`config.mk`:
```
export PLATFORM = sky130hd
export DESIGN_NAME = e603_tcm_burst_split
export DESIGN_NICKNAME = d
export VERILOG_FILES = /design/src/rtl/e603_tcm_burst_split.sv
export SDC_FILE = /design/constraint.sdc
export NUM_CORES = 1
export LEC_CHECK = 0
export ABC_AREA = 1
export CORE_UTILIZATION = 47
export CTS_CLUSTER_SIZE = 40
export DETAILED_ROUTE_END_ITERATION = 6
export HOLD_SLACK_MARGIN = 0.12
export PLACE_DENSITY = 0.84
export RECOVER_POWER = 100
export SLEW_MARGIN = 40
export SYNTH_ARGS = -nofsm -noshare
export SYNTH_HDL_FRONTEND = slang
export SYNTH_SLANG_ARGS = --single-unit
```
`constraint.sdc`:
```
create_clock -name clk -period 2.8 [get_ports clk]
set_input_delay 0.56 -clock clk [delete_from_list [all_inputs] [get_ports clk]]
set_output_delay 0.56 -clock clk [all_outputs]
set_load 0.01 [all_outputs]
```
`src/rtl/e603_tcm_burst_split.sv`:
```
// Splits upstream ICB read bursts into single-beat SRAM-controller commands.
// Single-beat commands pass straight through; responses are forwarded unbuffered.
module e603_tcm_burst_split #(
    parameter int AW    = 32,
    parameter int DW    = 32,
    parameter int MW    = 4,
    parameter int USR_W = 3,
    parameter int LEN_W = 3
) (
    input  logic               clk,
    input  logic               rst_n,
    input  logic               icb_cmd_valid,
    output logic               icb_cmd_ready,
    input  logic               icb_cmd_read,
    input  logic [AW-1:0]      icb_cmd_addr,
    input  logic [DW-1:0]      icb_cmd_wdata,
    input  logic [MW-1:0]      icb_cmd_wmask,
    input  logic [1:0]         icb_cmd_size,
    input  logic [LEN_W-1:0]   icb_cmd_len,
    input  logic               icb_cmd_wrap,
    input  logic [USR_W-1:0]   icb_cmd_usr,
    output logic               icb_rsp_valid,
    input  logic               icb_rsp_ready,
    output logic [DW-1:0]      icb_rsp_rdata,
    output logic               icb_rsp_err,
    output logic               icb_rsp_last,
    output logic [USR_W-1:0]   icb_rsp_usr,
    output logic               uop_cmd_valid,
    input  logic               uop_cmd_ready,
    output logic               uop_cmd_read,
    output logic [AW-1:0]      uop_cmd_addr,
    output logic [DW-1:0]      uop_cmd_wdata,
    output logic [MW-1:0]      uop_cmd_wmask,
    output logic [1:0]         uop_cmd_size,
    output logic [USR_W+1:0]   uop_cmd_usr,
    input  logic               uop_rsp_valid,
    output logic               uop_rsp_ready,
    input  logic [DW-1:0]      uop_rsp_rdata,
    input  logic               uop_rsp_err,
    input  logic [USR_W+1:0]   uop_rsp_usr,
    output logic               split_active
);

    typedef enum logic [0:0] {
        ST_IDLE  = 1'b0,
        ST_BURST = 1'b1
    } state_t;

    localparam logic [AW-1:0]    ADDR_ONE = {{(AW-1){1'b0}}, 1'b1};
    localparam logic [LEN_W-1:0] LEN_ZERO = {LEN_W{1'b0}};
    localparam logic [LEN_W-1:0] LEN_ONE  = {{(LEN_W-1){1'b0}}, 1'b1};
    localparam logic [1:0]       MAX_SIZE = 2'($clog2(MW));

    state_t             r_state;
    logic [AW-1:0]      r_addr;
    logic [1:0]         r_size;
    logic [LEN_W-1:0]   r_len;
    logic               r_wrap;
    logic [USR_W-1:0]   r_usr;
    logic [LEN_W-1:0]   r_cnt;

    logic               w_err_idle;
    logic               w_last_idle;
    logic               w_start_burst;

    // Wrap only applies when the beat count is a power of two; otherwise increment.
    function automatic logic [AW-1:0] next_addr(
        input logic [AW-1:0]    addr,
        input logic [1:0]       size,
        input logic [LEN_W-1:0] len,
        input logic             wrap
    );
        logic [LEN_W:0]  beats;
        logic [AW-1:0]   inc;
        logic [AW-1:0]   win_mask;
        beats    = {1'b0, len} + {{LEN_W{1'b0}}, 1'b1};
        inc      = addr + (ADDR_ONE << size);
        win_mask = ({{(AW-LEN_W-1){1'b0}}, beats} << size) - ADDR_ONE;
        if (wrap && ((beats & (beats - {{LEN_W{1'b0}}, 1'b1})) == {(LEN_W+1){1'b0}})) begin
            next_addr = (addr & ~win_mask) | (inc & win_mask);
        end else begin
            next_addr = inc;
        end
    endfunction

    // Command-side decode and output mux for the current state.
    always_comb begin
        w_err_idle    = ((!icb_cmd_read) && (icb_cmd_len != LEN_ZERO)) || (icb_cmd_size > MAX_SIZE);
        w_last_idle   = (icb_cmd_len == LEN_ZERO) || (!icb_cmd_read);
        w_start_burst = icb_cmd_valid && uop_cmd_ready && icb_cmd_read && (icb_cmd_len != LEN_ZERO);
        icb_cmd_ready = 1'b0;
        uop_cmd_valid = 1'b0;
        uop_cmd_read  = 1'b0;
        uop_cmd_addr  = {AW{1'b0}};
        uop_cmd_wdata = {DW{1'b0}};
        uop_cmd_wmask = {MW{1'b0}};
        uop_cmd_size  = 2'b00;
        uop_cmd_usr   = {(USR_W+2){1'b0}};
        case (r_state)
            ST_IDLE: begin
                icb_cmd_ready = uop_cmd_ready;
                uop_cmd_valid = icb_cmd_valid;
                uop_cmd_read  = icb_cmd_read;
                uop_cmd_addr  = icb_cmd_addr;
                uop_cmd_wdata = icb_cmd_wdata;
                uop_cmd_wmask = icb_cmd_wmask;
                uop_cmd_size  = icb_cmd_size;
                uop_cmd_usr   = {w_err_idle, w_last_idle, icb_cmd_usr};
            end
            ST_BURST: begin
                uop_cmd_valid = 1'b1;
                uop_cmd_read  = 1'b1;
                uop_cmd_addr  = r_addr;
                uop_cmd_size  = r_size;
                uop_cmd_usr   = {(r_size > MAX_SIZE), (r_cnt == r_len), r_usr};
            end
            default: begin
                icb_cmd_ready = 1'b0;
                uop_cmd_valid = 1'b0;
            end
        endcase
    end

    // Response pass-through; err/last ride along in the downstream tag.
    always_comb begin
        icb_rsp_valid = uop_rsp_valid;
        uop_rsp_ready = icb_rsp_ready;
        icb_rsp_rdata = uop_rsp_rdata;
        icb_rsp_err   = uop_rsp_err | uop_rsp_usr[USR_W+1];
        icb_rsp_last  = uop_rsp_usr[USR_W];
        icb_rsp_usr   = uop_rsp_usr[USR_W-1:0];
        split_active  = (r_state == ST_BURST) | icb_cmd_valid | uop_rsp_valid;
    end

    // Burst sequencer: beat 0 leaves from IDLE, remaining beats from the latched context.
    always_ff @(posedge clk or negedge rst_n) begin
        if (!rst_n) begin
            r_state <= ST_IDLE;
            r_addr  <= {AW{1'b0}};
            r_size  <= 2'b00;
            r_len   <= LEN_ZERO;
            r_wrap  <= 1'b0;
            r_usr   <= {USR_W{1'b0}};
            r_cnt   <= LEN_ZERO;
        end else begin
            case (r_state)
                ST_IDLE: begin
                    if (w_start_burst) begin
                        r_state <= ST_BURST;
                        r_addr  <= next_addr(icb_cmd_addr, icb_cmd_size, icb_cmd_len, icb_cmd_wrap);
                        r_size  <= icb_cmd_size;
                        r_len   <= icb_cmd_len;
                        r_wrap  <= icb_cmd_wrap;
                        r_usr   <= icb_cmd_usr;
                        r_cnt   <= LEN_ONE;
                    end else begin
                        r_state <= ST_IDLE;
                    end
                end
                ST_BURST: begin
                    if (uop_cmd_ready) begin
                        r_addr <= next_addr(r_addr, r_size, r_len, r_wrap);
                        if (r_cnt == r_len) begin
                            r_state <= ST_IDLE;
                            r_cnt   <= LEN_ZERO;
                        end else begin
                            r_cnt   <= r_cnt + LEN_ONE;
                        end
                    end else begin
                        r_state <= ST_BURST;
                    end
                end
                default: begin
                    r_state <= ST_IDLE;
                    r_cnt   <= LEN_ZERO;
                end
            endcase
        end
    end

endmodule

```
==> out/qor.txt <==
status -> complete, no violations
via/cell ratio -> 5.33
TritonCTS clock tree -> done
placed cell count -> 1553
cells after synthesis -> 1193
critical path class -> reg2out
DIE HEIGHT -> 121 µm
core area -> 13800 µm²
CP Capture Type -> primary output
maximum clock insertion buffer count -> 2
Final Max Tran Viols -> 0
antenna violations before repair -> 0
antenna fix cells -> 0
max frequency -> 0.371 GHz
Die ar. -> 14600 µm²
final std cells w/o fill -> 1562
worst hold slack -> 0.491 ns
final setup vio count -> 0
Total Routing Usage GR -> 31.4%
Final min period -> 2.70 ns
detailed-route via count -> 8329
leakage power -> 4.61 nW
DR WL/cell -> 14.7 µm
total grt overflow -> 0
Critical Path Sink -> uop_cmd_addr[0]
synth warn -> 0
first-pass iteration count of the detailed router -> 6
Die X -> 121 µm
arrival time at the worst endpoint -> 2.14 ns
Num Clock Sinks -> 45
DR DRC count -> 0
post-synthesis sequential area ratio -> 16.9%
mean post-synth cell area -> 5.58 µm²
startpoint type of the worst setup path -> flop
Final ANT Viol Nets -> 0
I/O pin cnt -> 240
hold buffer count at CTS -> 0
largest net degree at the start of global routing -> 97
max cap viols -> 0
worst reg2reg path startpoint -> r_size[0]$_DFFE_PN0P_
hold_sp -> r_usr[2]$_DFFE_PN0P_
Max Clock Skew -> 0.00715 ns
first-pass GRT wire length -> 36900 µm
total CTS buffers -> 5
Yosys reg bits -> 45
Critical Path RT -> 2.24 ns
net count after synthesis -> 1333
Async S/R FF share, synth -> 100%
endpoints failing hold -> 0
layout cell share with drive strength beyond 1 -> 12.4%
Top FF cell, synth -> dfrtp_1
Netlist Area Pre-Place -> 6660 µm²
Starting Density -> 48.2%
Hold/Removal Path Class -> reg2reg
crit share post-route -> 96.3%
Iter 0 DRT Violations -> 853
Netlist cell types -> 46
# fillers -> 1233
Worst-Margin Slew -> 1.33 ns
EDFF count, synth -> 0
H-tree depth -> 2
I/O Buffers -> 165
vias in the first global route -> 7643
R2R Setup Slk -> 0.30 ns
clk slew on worst S/H paths -> 0.06 ns
P&R area growth vs syn -> 35.2%
Worst Path Max Fanout -> 10
fin nets -> 1521
final WL -> 22900 µm
R2R depth -> 14
CTS root buf -> clkbuf_16
row count -> 43
GPL Wtd Cong -> 0.986
VDD IR-drop max -> 0.378 mV
clk_lat worst skew -> 0.29 ns
Pwr Density -> 849 nW/µm²
Rel. slew slack -> 11.6%
CP Launch Point -> r_state$_DFF_PN0_
DP HPWL -> 18500 µm
[kinds of logic after synthesis]
kind of cell,share of synthesized area (%)
fa+ha+maj,3.61
xor+xnor,3.95
simple gates,48.8
compound gates,10.0
buf+inv,16.6
mux,0.169
flops,16.9
[final cells by class]
cell class              instances  area [µm²]  share of cell area (%)
well taps                     180         225                    2.50
clock buffers                   6         139                    1.54
clock inverters                 2        13.8                   0.153
multi-input cells             910        4520                    50.1
inverters                     162         616                    6.84
repair buffers                257        2370                    26.3
flip-flops and latches         45        1130                    12.5
[worst max-delay path, stage by stage, from the launching register on]
cell and delay [ns]:
dfrtp_4 0.45, clkinv_1 0.29, buf_4 0.31, o21ai_0 0.15, dlygate4sd3_1 0.64
[cell usage in the layout (no fill, tap or decap), types with 5 or more instances in the layout]
cell type and count:
nand3b_1 5, clkdlybuf4s50_1 148, nand2_2 19, nor2_1 139, inv_2 6, inv_1 152
nand3_2 6, xnor2_1 13, a21oi_1 34, o21ai_0 64, dlygate4sd3_1 10, nor2_2 12
nand4_1 20, xor2_1 17, nor4_1 6, a31oi_1 9, clkbuf_16 5, or2_2 5
nand3_1 117, nor3_1 12, buf_4 83, dfrtp_1 44, nand2_1 383, ha_1 12
[worst min path at each step]
stage / end / depth (start not counted)
finish: r_usr[2]$_DFFE_PN0P_ / 2
global route: r_usr[0]$_DFFE_PN0P_ / 2
CTS: asynchronous set/reset pin / 1
detailed placement: r_usr[2]$_DFFE_PN0P_ / 2
global placement: r_usr[2]$_DFFE_PN0P_ / 2
floorplan: asynchronous set/reset pin / 0
[metrics by stage]
stage	cell area (µm²)	setup slack, ns	TNS (ns)	power (mW)	util (%)
after floorplan	6660	0.308	0	4.75	-
after global placement	8760	-0.328	-2.96	6.82	63.3
after detailed placement	8760	-0.408	-4.48	6.92	63.3
after CTS	8920	0.0250	0	7.56	64.5
after global routing	9000	-0.0153	-0.0153	8.27	65.1
final	9000	0.103	0	7.65	65.1
[layer usage]
metal  vias up  global-route usage, %  wire length (µm)
li1       4115                      -                 -
met1      3703                   41.8              9510
met2       448                   50.4             10200
met3        63                   6.20              2460
met4         0                   11.0               714
met5         -                      0                 0
[what timing repair did]
action | in CTS | in global routing
endpoints found under the setup margin | 5 | 24
buffers inserted | 0 | 1
pin swaps | 2 | 9
resized for setup | 6 | 25
[power by group]
part / internal (mW) / switching [mW] / leakage, nW
clock: 0.355 / 0.251 / 0.0768
sequential: 0.974 / 0.539 / 0.531
combinational: 2.36 / 3.17 / 4.00
total: 3.69 / 3.96 / 4.61
[Yosys cell counts, types with 4 or more instances]
library cell	count	share of area (%)
nand4_1	20	1.9
a21oi_1	34	2.6
nor2_4	4	0.68
a31oi_1	9	0.85
nand2_4	4	0.68
nand3_1	118	8.9
clkbuf_1	17	0.96
nand3_2	5	0.75
nand3b_1	5	0.56
buf_6	4	0.68
buf_2	11	0.83
dfrtp_1	45	17
nand2_1	387	22
nor3_1	13	0.98
nor2_2	8	0.75
nand2_2	15	1.4
ha_1	16	3.0
inv_2	5	0.28
buf_4	42	4.7
nor2_1	143	8.1
or2_2	5	0.47
inv_1	153	8.6
o21ai_0	65	4.9
xnor2_1	13	1.7
nor4_1	7	0.66
xor2_1	17	2.2
Note: power is estimated with default switching activity, not from simulation.
==> RTL change (same settings) <==
Put a register stage on the output `icb_rsp_err`. The value now appears one clock later. The other outputs are not delayed to match.
--- a/src/rtl/e603_tcm_burst_split.sv
+++ b/src/rtl/e603_tcm_burst_split.sv
@@ -51,4 +51,6 @@
     localparam logic [LEN_W-1:0] LEN_ONE  = {{(LEN_W-1){1'b0}}, 1'b1};
     localparam logic [1:0]       MAX_SIZE = 2'($clog2(MW));
+
+    logic icb_rsp_err_d;
 
     state_t             r_state;
@@ -127,5 +129,5 @@
         uop_rsp_ready = icb_rsp_ready;
         icb_rsp_rdata = uop_rsp_rdata;
-        icb_rsp_err   = uop_rsp_err | uop_rsp_usr[USR_W+1];
+        icb_rsp_err_d = uop_rsp_err | uop_rsp_usr[USR_W+1];
         icb_rsp_last  = uop_rsp_usr[USR_W];
         icb_rsp_usr   = uop_rsp_usr[USR_W-1:0];
@@ -179,4 +181,12 @@
     end
 
+    always_ff @(posedge clk or negedge rst_n) begin
+        if (!rst_n) begin
+            icb_rsp_err <= '0;
+        end else begin
+            icb_rsp_err <= icb_rsp_err_d;
+        end
+    end
+
 endmodule
 
Function: changed (Yosys sat finds a counterexample within 4 cycles, from zero or initial values and one cycle with rst_n low).
==> RTL change against the original RTL <==
Setup slack got worse by 9.0 ps; cell area fell by 2.6%; sequential share of layout area rose by 0.65 points; critical path depth did not move; power fell by 3.1%; combinational power fell by 5.4%; synthesized area fell by 0.70%; wire length rose by 1.1%; sequential cell count rose by 1; critical path type is now input pin to output port; critical endpoint is now uop_cmd_addr[15]; largest cell class unchanged.
==> RTL change: results (changes against the original RTL) <==
Clock network
  • Clock slew at reported path FFs: 60 ps (about the same)

Min path
  • Hold path startpoint: r_usr[0]
  • HP Class: flop to flop

Worst setup path
  • Slowest CP cell: clkdlybuf4s50_1
  • Flop-to-flop setup slack: 220 ps (-80 ps)
  • Worst setup endpoint: uop_cmd_addr[15]
  • FF-to-FF Start: r_size[1]
  • Reg2reg path depth: 14 (unchanged)
  • CP peak stage delay: 640 ps (about the same)

STA
  • Fin crit share: 96.6% (+0.32 points)
  • Worst-Margin Slew: 1380 ps (+52.4 ps)
  • Clock Skew: 8.47 ps (+1.31 ps)

Outcome
  • Status: finished, final reports clean

Global routing
  • Number of global-route vias before repair: 7689 (+0.60%)
  • GRT Util Overall: 32.0% (+0.53 points)
  • First-pass GRT wire length: 37400 µm (+1.6%)
  • Pin count of the biggest net entering global routing: 87 (-10%)

Placement
  • DP HPWL: 18800 µm (+1.4%)
  • Placed inst area: 0.00858 mm² (-2.0%)
  • Pre-CTS setup slack: -405 ps (+2.67 ps)
  • Input/output buffers: 165 (unchanged)
  • Placer Congestion: 0.985 (about the same)

Final layout
  • Filler cell count: 1212 (-1.7%)
  • Layout cells sized above 1: 11.4% (-1.1 points)
  • Nets: 1493 (-1.8%)

Drt
  • Pre-Repair DR Iteration Count: 7 (+1)
  • Vias per cell: 5.35 (+0.28%)
  • DR WL/cell: 15.1 µm (+3.2%)

Power
  • Leakage: 4.55 nW (-1.2%)
  • Switching Fraction: 53.1% (+1.3 points)
  • Worst VDD drop: 0.433 mV (+15%)

Synth
  • Net count after synthesis: 1317 (-1.2%)
  • Number of distinct library cells after synthesis: 43 (-6.5%)
  • Most frequent cells after synthesis: 379 x nand2_1, 156 x inv_1, 139 x nor2_1, 115 x nand3_1, 61 x o21ai_0
## RTL change: area by class of cell
type / count / area [µm²] / area share, %
clock buffer: 6 / 139 / 1.58
clock inverter: 2 / 12.5 / 0.143
inverter: 164 / 621 / 7.08
multi-input combinational: 893 / 4390 / 50.1
sequential: 46 / 1160 / 13.2
tap: 176 / 220 / 2.51
timing repair buffer: 243 / 2230 / 25.4
## RTL change: power by group through the flow
stage               clock network (mW)  logic, mW  registers (mW)
finish                           0.614       5.23            1.57
global route                     0.646       5.76            1.61
CTS                              0.612       5.36            1.53
detailed placement                   0       5.30            1.54
global placement                     0       5.21            1.52
floorplan                            0       3.51            1.27
## RTL change: stage by stage
step / utilization [%] / std cells
detailed placement: 63.5 / 1519
floorplan: - / 1177
global placement: 63.5 / 1519
finish: 64.9 / 1530
global route: 64.9 / 1530
CTS: 65.0 / 1530
## RTL change: logic make-up after synthesis
| kind of cell | synth area share (%) |
|---|---|
| simple gates | 47.5 |
| buf+inv | 16.7 |
| xor+xnor | 4.11 |
| compound gates | 10.6 |
| fa+ha+maj | 3.63 |
| flops | 17.4 |
## RTL change: worst min-delay path by stage
stage                                 end  slack, ps  cells after the start
3_3_place_gp                     r_usr[1]        470                      2
2_1_floorplan  asynchronous set/reset pin        260                      0
4_1_cts                           r_state        280                      1
6_report                         r_usr[0]        510                      2
5_1_grt                          r_usr[0]        520                      2
3_5_place_dp                     r_usr[0]        480                      2
## RTL change: repair_timing
item                       4_1_cts  5_1_grt
gates resized for setup          7       15
gates cloned                     0        0
buffers inserted                 3        0
hold endpoints to repair         0        0
pin swaps                       10        4
setup endpoints to repair        4       30
## RTL change: layer usage
metal	GRT usage (%)	part of all wire [%]	vias up
li1	-	-	4025
met1	44.0	43	3704
met2	51.0	46	402
met3	4.81	8.7	50
met4	10.5	2.5	0
met5	0	0	-
